**config.mk**
```make
export PLATFORM = sky130hd
export DESIGN_NAME = xup_rr_arbiter4
export DESIGN_NICKNAME = d
export VERILOG_FILES = /design/src/rtl/xup_arb_pkg.sv /design/src/rtl/xup_rr_pick4.sv /design/src/rtl/xup_rr_arbiter4.sv
export SDC_FILE = /design/constraint.sdc
export NUM_CORES = 1
export LEC_CHECK = 0
export BUFFER_PORTS_ARGS = -buffer_cell sky130_fd_sc_hd__buf_2
export CAP_MARGIN = 0
export CORE_ASPECT_RATIO = 1.1
export CORE_MARGIN = 2
export CORE_UTILIZATION = 30
export CTS_BUF_LIST = sky130_fd_sc_hd__clkbuf_4
export DETAILED_ROUTE_END_ITERATION = 8
export PLACE_DENSITY = 0.53
export SLEW_MARGIN = 10
export SYNTH_ARGS = -nofsm -noshare
export SYNTH_HDL_FRONTEND = slang
export SYNTH_HIERARCHICAL = 1
export SYNTH_SLANG_ARGS = --single-unit
```
**constraint.sdc**
```tcl
create_clock -name clk -period 3.92 [get_ports clk]
set_input_delay 0.784 -clock clk [delete_from_list [all_inputs] [get_ports clk]]
set_output_delay 0.784 -clock clk [all_outputs]
set_load 0.1 [all_outputs]
```
**src/rtl/xup_arb_pkg.sv**
```systemverilog
// xup_arb_pkg: shared constants, state encoding and pointer helper for the round-robin arbiter
package xup_arb_pkg;
    localparam int N_REQ = 4;
    typedef enum logic {ST_IDLE = 1'b0, ST_GRANT = 1'b1} state_t;
    function automatic logic [1:0] rr_next(input logic [1:0] idx);
        return 2'((32'(idx) + 1) % N_REQ);
    endfunction
endpackage

```
**src/rtl/xup_rr_pick4.sv**
```systemverilog
// xup_rr_pick4: combinational rotating-priority picker over four masked requests
module xup_rr_pick4
    import xup_arb_pkg::*;
(
    input  logic [3:0] req,
    input  logic [1:0] ptr,
    input  logic [3:0] mask,
    output logic       found,
    output logic [1:0] idx
);
    logic [3:0] cand;
    logic [3:0] rot;
    logic [1:0] off;
    always_comb begin
        cand  = req & ~mask;
        rot   = 4'({cand, cand} >> ptr);
        off   = rot[0] ? 2'd0 : rot[1] ? 2'd1 : rot[2] ? 2'd2 : 2'd3;
        found = |cand;
        idx   = ptr + off;
    end
endmodule

```
**src/rtl/xup_rr_arbiter4.sv**
```systemverilog
// xup_rr_arbiter4: four-requester round-robin arbiter with grant hold and hold-time preemption
module xup_rr_arbiter4
    import xup_arb_pkg::*;
#(
    parameter int MAX_HOLD = 15
) (
    input  logic       clk,
    input  logic       reset,
    input  logic [3:0] req,
    output logic [3:0] gnt,
    output logic [1:0] gnt_id,
    output logic       gnt_valid,
    output logic       any_req,
    output logic       preempt
);
    localparam int HW = (MAX_HOLD < 1) ? 1 : $clog2(MAX_HOLD + 1);
    localparam logic [HW-1:0] LIM = HW'(MAX_HOLD == 0 ? 0 : MAX_HOLD - 1);

    state_t        state_q, state_d;
    logic [1:0]    ptr_q, ptr_d, gnt_id_q, gnt_id_d, pick_ptr, pick_idx;
    logic [HW-1:0] hold_q, hold_d;
    logic [3:0]    gnt_q, gnt_d, pick_mask;
    logic          gnt_valid_q, gnt_valid_d, preempt_q, preempt_d;
    logic          rel, tmo, at_lim, found;

    xup_rr_pick4 u_pick (
        .req  (req),
        .ptr  (pick_ptr),
        .mask (pick_mask),
        .found(found),
        .idx  (pick_idx)
    );

    always_comb begin
        any_req     = |req;
        at_lim      = (MAX_HOLD != 0) && (hold_q == LIM);
        rel         = (state_q == ST_GRANT) && !req[gnt_id_q];
        tmo         = (state_q == ST_GRANT) && req[gnt_id_q] && at_lim && |(req & ~gnt_q);
        pick_ptr    = (rel || tmo) ? rr_next(gnt_id_q) : ptr_q;
        pick_mask   = tmo ? gnt_q : 4'b0;
        state_d     = state_q;
        ptr_d       = ptr_q;
        hold_d      = hold_q;
        gnt_d       = gnt_q;
        gnt_id_d    = gnt_id_q;
        preempt_d   = tmo;
        if (state_q == ST_IDLE || rel || tmo) begin
            ptr_d    = pick_ptr;
            hold_d   = '0;
            state_d  = found ? ST_GRANT : ST_IDLE;
            gnt_d    = found ? 4'b1 << pick_idx : 4'b0;
            gnt_id_d = found ? pick_idx : gnt_id_q;
        end else begin
            // a lone owner at the limit keeps the grant and starts a fresh hold window
            hold_d = (MAX_HOLD == 0 || at_lim) ? '0 : hold_q + HW'(1);
        end
        gnt_valid_d = (state_d == ST_GRANT);
    end

    always_ff @(posedge clk) begin
        if (reset) begin
            state_q     <= ST_IDLE;
            ptr_q       <= '0;
            hold_q      <= '0;
            gnt_q       <= '0;
            gnt_id_q    <= '0;
            gnt_valid_q <= 1'b0;
            preempt_q   <= 1'b0;
        end else begin
            state_q     <= state_d;
            ptr_q       <= ptr_d;
            hold_q      <= hold_d;
            gnt_q       <= gnt_d;
            gnt_id_q    <= gnt_id_d;
            gnt_valid_q <= gnt_valid_d;
            preempt_q   <= preempt_d;
        end
    end

    assign gnt       = gnt_q;
    assign gnt_id    = gnt_id_q;
    assign gnt_valid = gnt_valid_q;
    assign preempt   = preempt_q;
endmodule

```
==> summary.md <==
| Metric | Value |
|---|---|
| Peak supply drop | 294 uV |
| Required arrival time at the worst endpoint | 4.14 ns |
| Latest clock arrival within the worst-skew pair | ~0.27 ns |
| Final #Nets | about 140 |
| Remaining antenna violation count | 0 |
| Die boundary height | 62.7 um |
| Relative slew slack | 52.7% |
| Crit Reg-Reg Endpoint | gnt[2] |
| Initial cell density of the core | 31.1% |
| Buffers & Inverters on Critical Path | 1 |
| Count of boundary I/O pins | 15 |
| Maximum fanout along the worst path | 7 |
| Clock Sink Count | 14 |
| Die outline width | 57.4 um |
| Global-route wire length before repair | 3.52 mm |
| Number of CTS-inserted buffers | 3 |
| Post-synth net total | between 100 and 150 |
| Initial antenna violation count | 0 |
| Remaining design rule violation count | 0 |
| Yosys synthesis warning count | 6 |
| Crit path arrival time | 3.65 ns |
| Final Slew Violations | 0 |
| Critical path origin | req[1] |
| Clock-pin slew on the worst setup and hold paths | 0.09 ns |
| Residual overflow from global routing | 0 |
| Slowest stage cell, crit path | sky130_fd_sc_hd__o41a_4 |
| End point of the critical path | gnt[2] |
| CP Launch Type | input pin |
| Number of cells produced by synthesis | 106 |
| Highest clock frequency the design can meet | 0.291 GHz |
| H-tree depth | 1 |
| Final worst path period share | between 80 and 90% |
| Max-cap violations | 0 |
| Count of unique library cells instantiated by Yosys | 36 |
| Clock tree root driver cell | sky130_fd_sc_hd__clkbuf_4 |
| Number of antenna cells inserted | 0 |
| Delay of the slowest cell on the worst path | between 0.4 and 0.5 ns |
| TritonCTS clock tree | yes |
| Cell Area, Synth | ~940 um2 |
| Final count of negative-setup-slack endpoints | 0 |
| # rows | 21 |
| Number of buffers on the longest clock path | 2 |
| Leakage | ~0.45 nW |
| Type of element capturing the critical path | flop |
| Final Routed Wirelength | 2.10 mm |
| Final hold viol count | 0 |
| Average via count per standard cell | approximately 5.2 |
| Maximum number of pins on one net before global-route repair | 16 |
| Std-Cell Core Area | 3020 um2 |
| Setup slack, reg-to-reg | around 0.59 ns |
| Total routing resource utilization after global routing | 12.2% |
| Critical path's top delay family | compound AO/OA/AOI/OAI gates |
| Number of register bits inferred by synthesis | 14 |
| FF-to-FF Start | gnt_id[0] |
| Worst Tran Pin Value | 0.702 ns |
| Hold Path Stages | 1 |
| Share of final-layout standard cells stronger than drive strength 1 | about 23% |
| Growth of design area from synthesis to finish | 16.2% |
| Count of cell instances traversed by the critical path | 14 |
| CP Class | input pin to flop |
| Count of hold buffers inserted by post-cts repair | 0 |
| DR vias | ~830 |
| Setup repair after global routing missed its margin | false |
| Outcome | finished clean |
| Cells along the critical path | buf_2 -> nor2b_4 -> o41a_4 -> o21a_4 -> mux2i_1 -> nor3b_1 -> o21ai_1 -> o211ai_1 -> ha_1 -> xnor2_1 -> nand2_1 -> nor2_1 -> o21ai_0 -> a21oi_1 |
| Pwr Density | 766 nW/um2 |
| Worst Clk Skew | ~0.0053 ns |
| Pre-antenna DRT Iters | 4 |
| Setup Buffers After CTS | 0 |
| Weighted congestion reported at the end of routability-driven placement | ~0.78 |
| Shortest period the worst path allows | ~3.4 ns |
| Die area | 3600 um2 |
| Post-cts resize count | 0 |
| Placed cell count | between 150 and 200 |
| Total of buffers placed on input and output ports | 14 |
| Number of global-route vias before repair | 752 |
| Synthesized area divided by synthesized cell count | 8.86 um2 |
| Worst min-delay path category | flop to flop |
| Initial drt markers | 31 |
| Post-DR wirelength/cell | 13.2 um |
| Count of placed standard cells in the final layout, fillers left out | roughly 160 |
| Depth of the most critical reg-to-reg path | 13 |
| Sum of net half-perimeters after detailed placement | 1.67 mm |
| Part of the Yosys area used for sequential elements | 29.8% |
| Total negative setup slack | 0 ns |
Yosys cell counts (all sizes together):
cell type / n / share of area (%)
nand3: 6 / 3.2
o31ai: 1 / 0.80
buf: 1 / 0.53
nor3: 1 / 0.53
xor2: 2 / 1.9
inv: 3 / 1.2
o2bb2ai: 1 / 0.93
a2bb2oi: 1 / 0.93
o2111ai: 2 / 1.9
a21oi: 6 / 3.2
o41ai: 1 / 1.7
o211ai: 3 / 2.4
xnor2: 2 / 1.9
o21a: 1 / 1.6
nor2: 8 / 3.2
mux2i: 6 / 6.4
and3: 6 / 4.1
nor2b: 7 / 5.5
dfxtp: 14 / 30
nand2b: 10 / 6.7
a32oi: 1 / 0.93
nand4: 2 / 1.3
or3: 1 / 0.67
ha: 3 / 4.0
a21boi: 1 / 1.2
nor3b: 4 / 3.2
or4: 1 / 0.80
mux2: 3 / 4.0
clkbuf: 1 / 0.40
nand2: 2 / 0.80
o41a: 1 / 2.3
o21ai: 4 / 2.1
area by class of cell:
class / instances / area, um2
timing repair buffer: 17 / 92.6
fill: 329 / 1930
tap: 34 / 42.5
sequential: 14 / 280
clock buffer: 3 / 22.5
inverter: 3 / 11.3
multi-input combinational: 87 / 639
clock inverter: 1 / 3.75
through the flow:
stage                     hold slack, ns  power [mW]  util (%)  cell area [um2]  setup slack, ns
after floorplan                    0.430       0.657         -              940            0.232
after global placement             0.446       0.754      35.3             1070            0.269
after detailed placement           0.455       0.758      35.3             1070            0.235
after CTS                          0.476       0.844      36.1             1090            0.454
after global routing               0.491       0.891      36.1             1090            0.211
final                              0.472       0.837      36.1             1090            0.484
how the worst min path moves through the flow:
stage / startpoint / to / slack [ns]
3_5_place_dp: hold_q[0] / hold_q[0] / 0.46
5_1_grt: ptr_q[0] / ptr_q[0] / 0.49
6_report: hold_q[0] / hold_q[0] / 0.47
3_3_place_gp: hold_q[0] / hold_q[0] / 0.45
2_1_floorplan: hold_q[0] / hold_q[0] / 0.43
4_1_cts: hold_q[0] / hold_q[0] / 0.48
power by group:
part | switching (mW) | leakage [nW] | total [mW] | internal, mW
combinational | 0.374 | 0.325 | 0.528 | 0.154
clock | 0.0451 | 0.0154 | 0.0819 | 0.0369
sequential | 0.0485 | 0.114 | 0.227 | 0.178
total | 0.468 | 0.455 | 0.837 | 0.369
layer usage:
| metal | GRT usage, % | up-vias | wire length (um) |
|---|---|---|---|
| met1 | 15.9 | 384 | 934 |
| li1 | - | 427 | - |
| met2 | 19.9 | 20 | 1050 |
| met5 | 0 | - | 0 |
| met4 | 3.49 | 0 | 13 |
| met3 | 2.90 | 2 | 105 |
sequential cells by signal, summed over array words and instances, names as in the netlist:
name	count
gnt_valid	1
preempt	1
ptr_q	2
gnt	4
gnt_id	2
hold_q	4
placed cells by master, fill, tap and decap left out, types with 2 or more instances in the layout:
cell,netlist,final
sky130_fd_sc_hd__a21oi_1,6,6
sky130_fd_sc_hd__nor2_1,8,8
sky130_fd_sc_hd__inv_1,3,3
sky130_fd_sc_hd__ha_1,3,3
sky130_fd_sc_hd__dfxtp_1,14,14
sky130_fd_sc_hd__mux2_2,2,2
sky130_fd_sc_hd__o21ai_0,3,3
sky130_fd_sc_hd__xnor2_1,2,2
sky130_fd_sc_hd__nand2_1,2,2
sky130_fd_sc_hd__mux2i_1,6,6
sky130_fd_sc_hd__o211ai_1,3,3
sky130_fd_sc_hd__nand3_1,6,6
sky130_fd_sc_hd__nand4_1,2,2
sky130_fd_sc_hd__clkbuf_4,0,3
sky130_fd_sc_hd__and3_1,5,5
sky130_fd_sc_hd__nor3b_1,4,4
sky130_fd_sc_hd__xor2_1,2,2
sky130_fd_sc_hd__o2111ai_1,2,2
sky130_fd_sc_hd__buf_2,1,14
sky130_fd_sc_hd__nand2b_1,10,10
sky130_fd_sc_hd__nor2b_1,6,6
sky130_fd_sc_hd__buf_4,0,3
kinds of logic after synthesis:
group | after synthesis | synth area share (%)
compound gates | 23 | 20.0
buf+inv | 5 | 2.13
fa+ha+maj | 3 | 4.00
xor+xnor | 4 | 3.73
flops | 14 | 29.8
simple gates | 48 | 30.0
mux | 9 | 10.4
(Power assumes the default switching activity.)
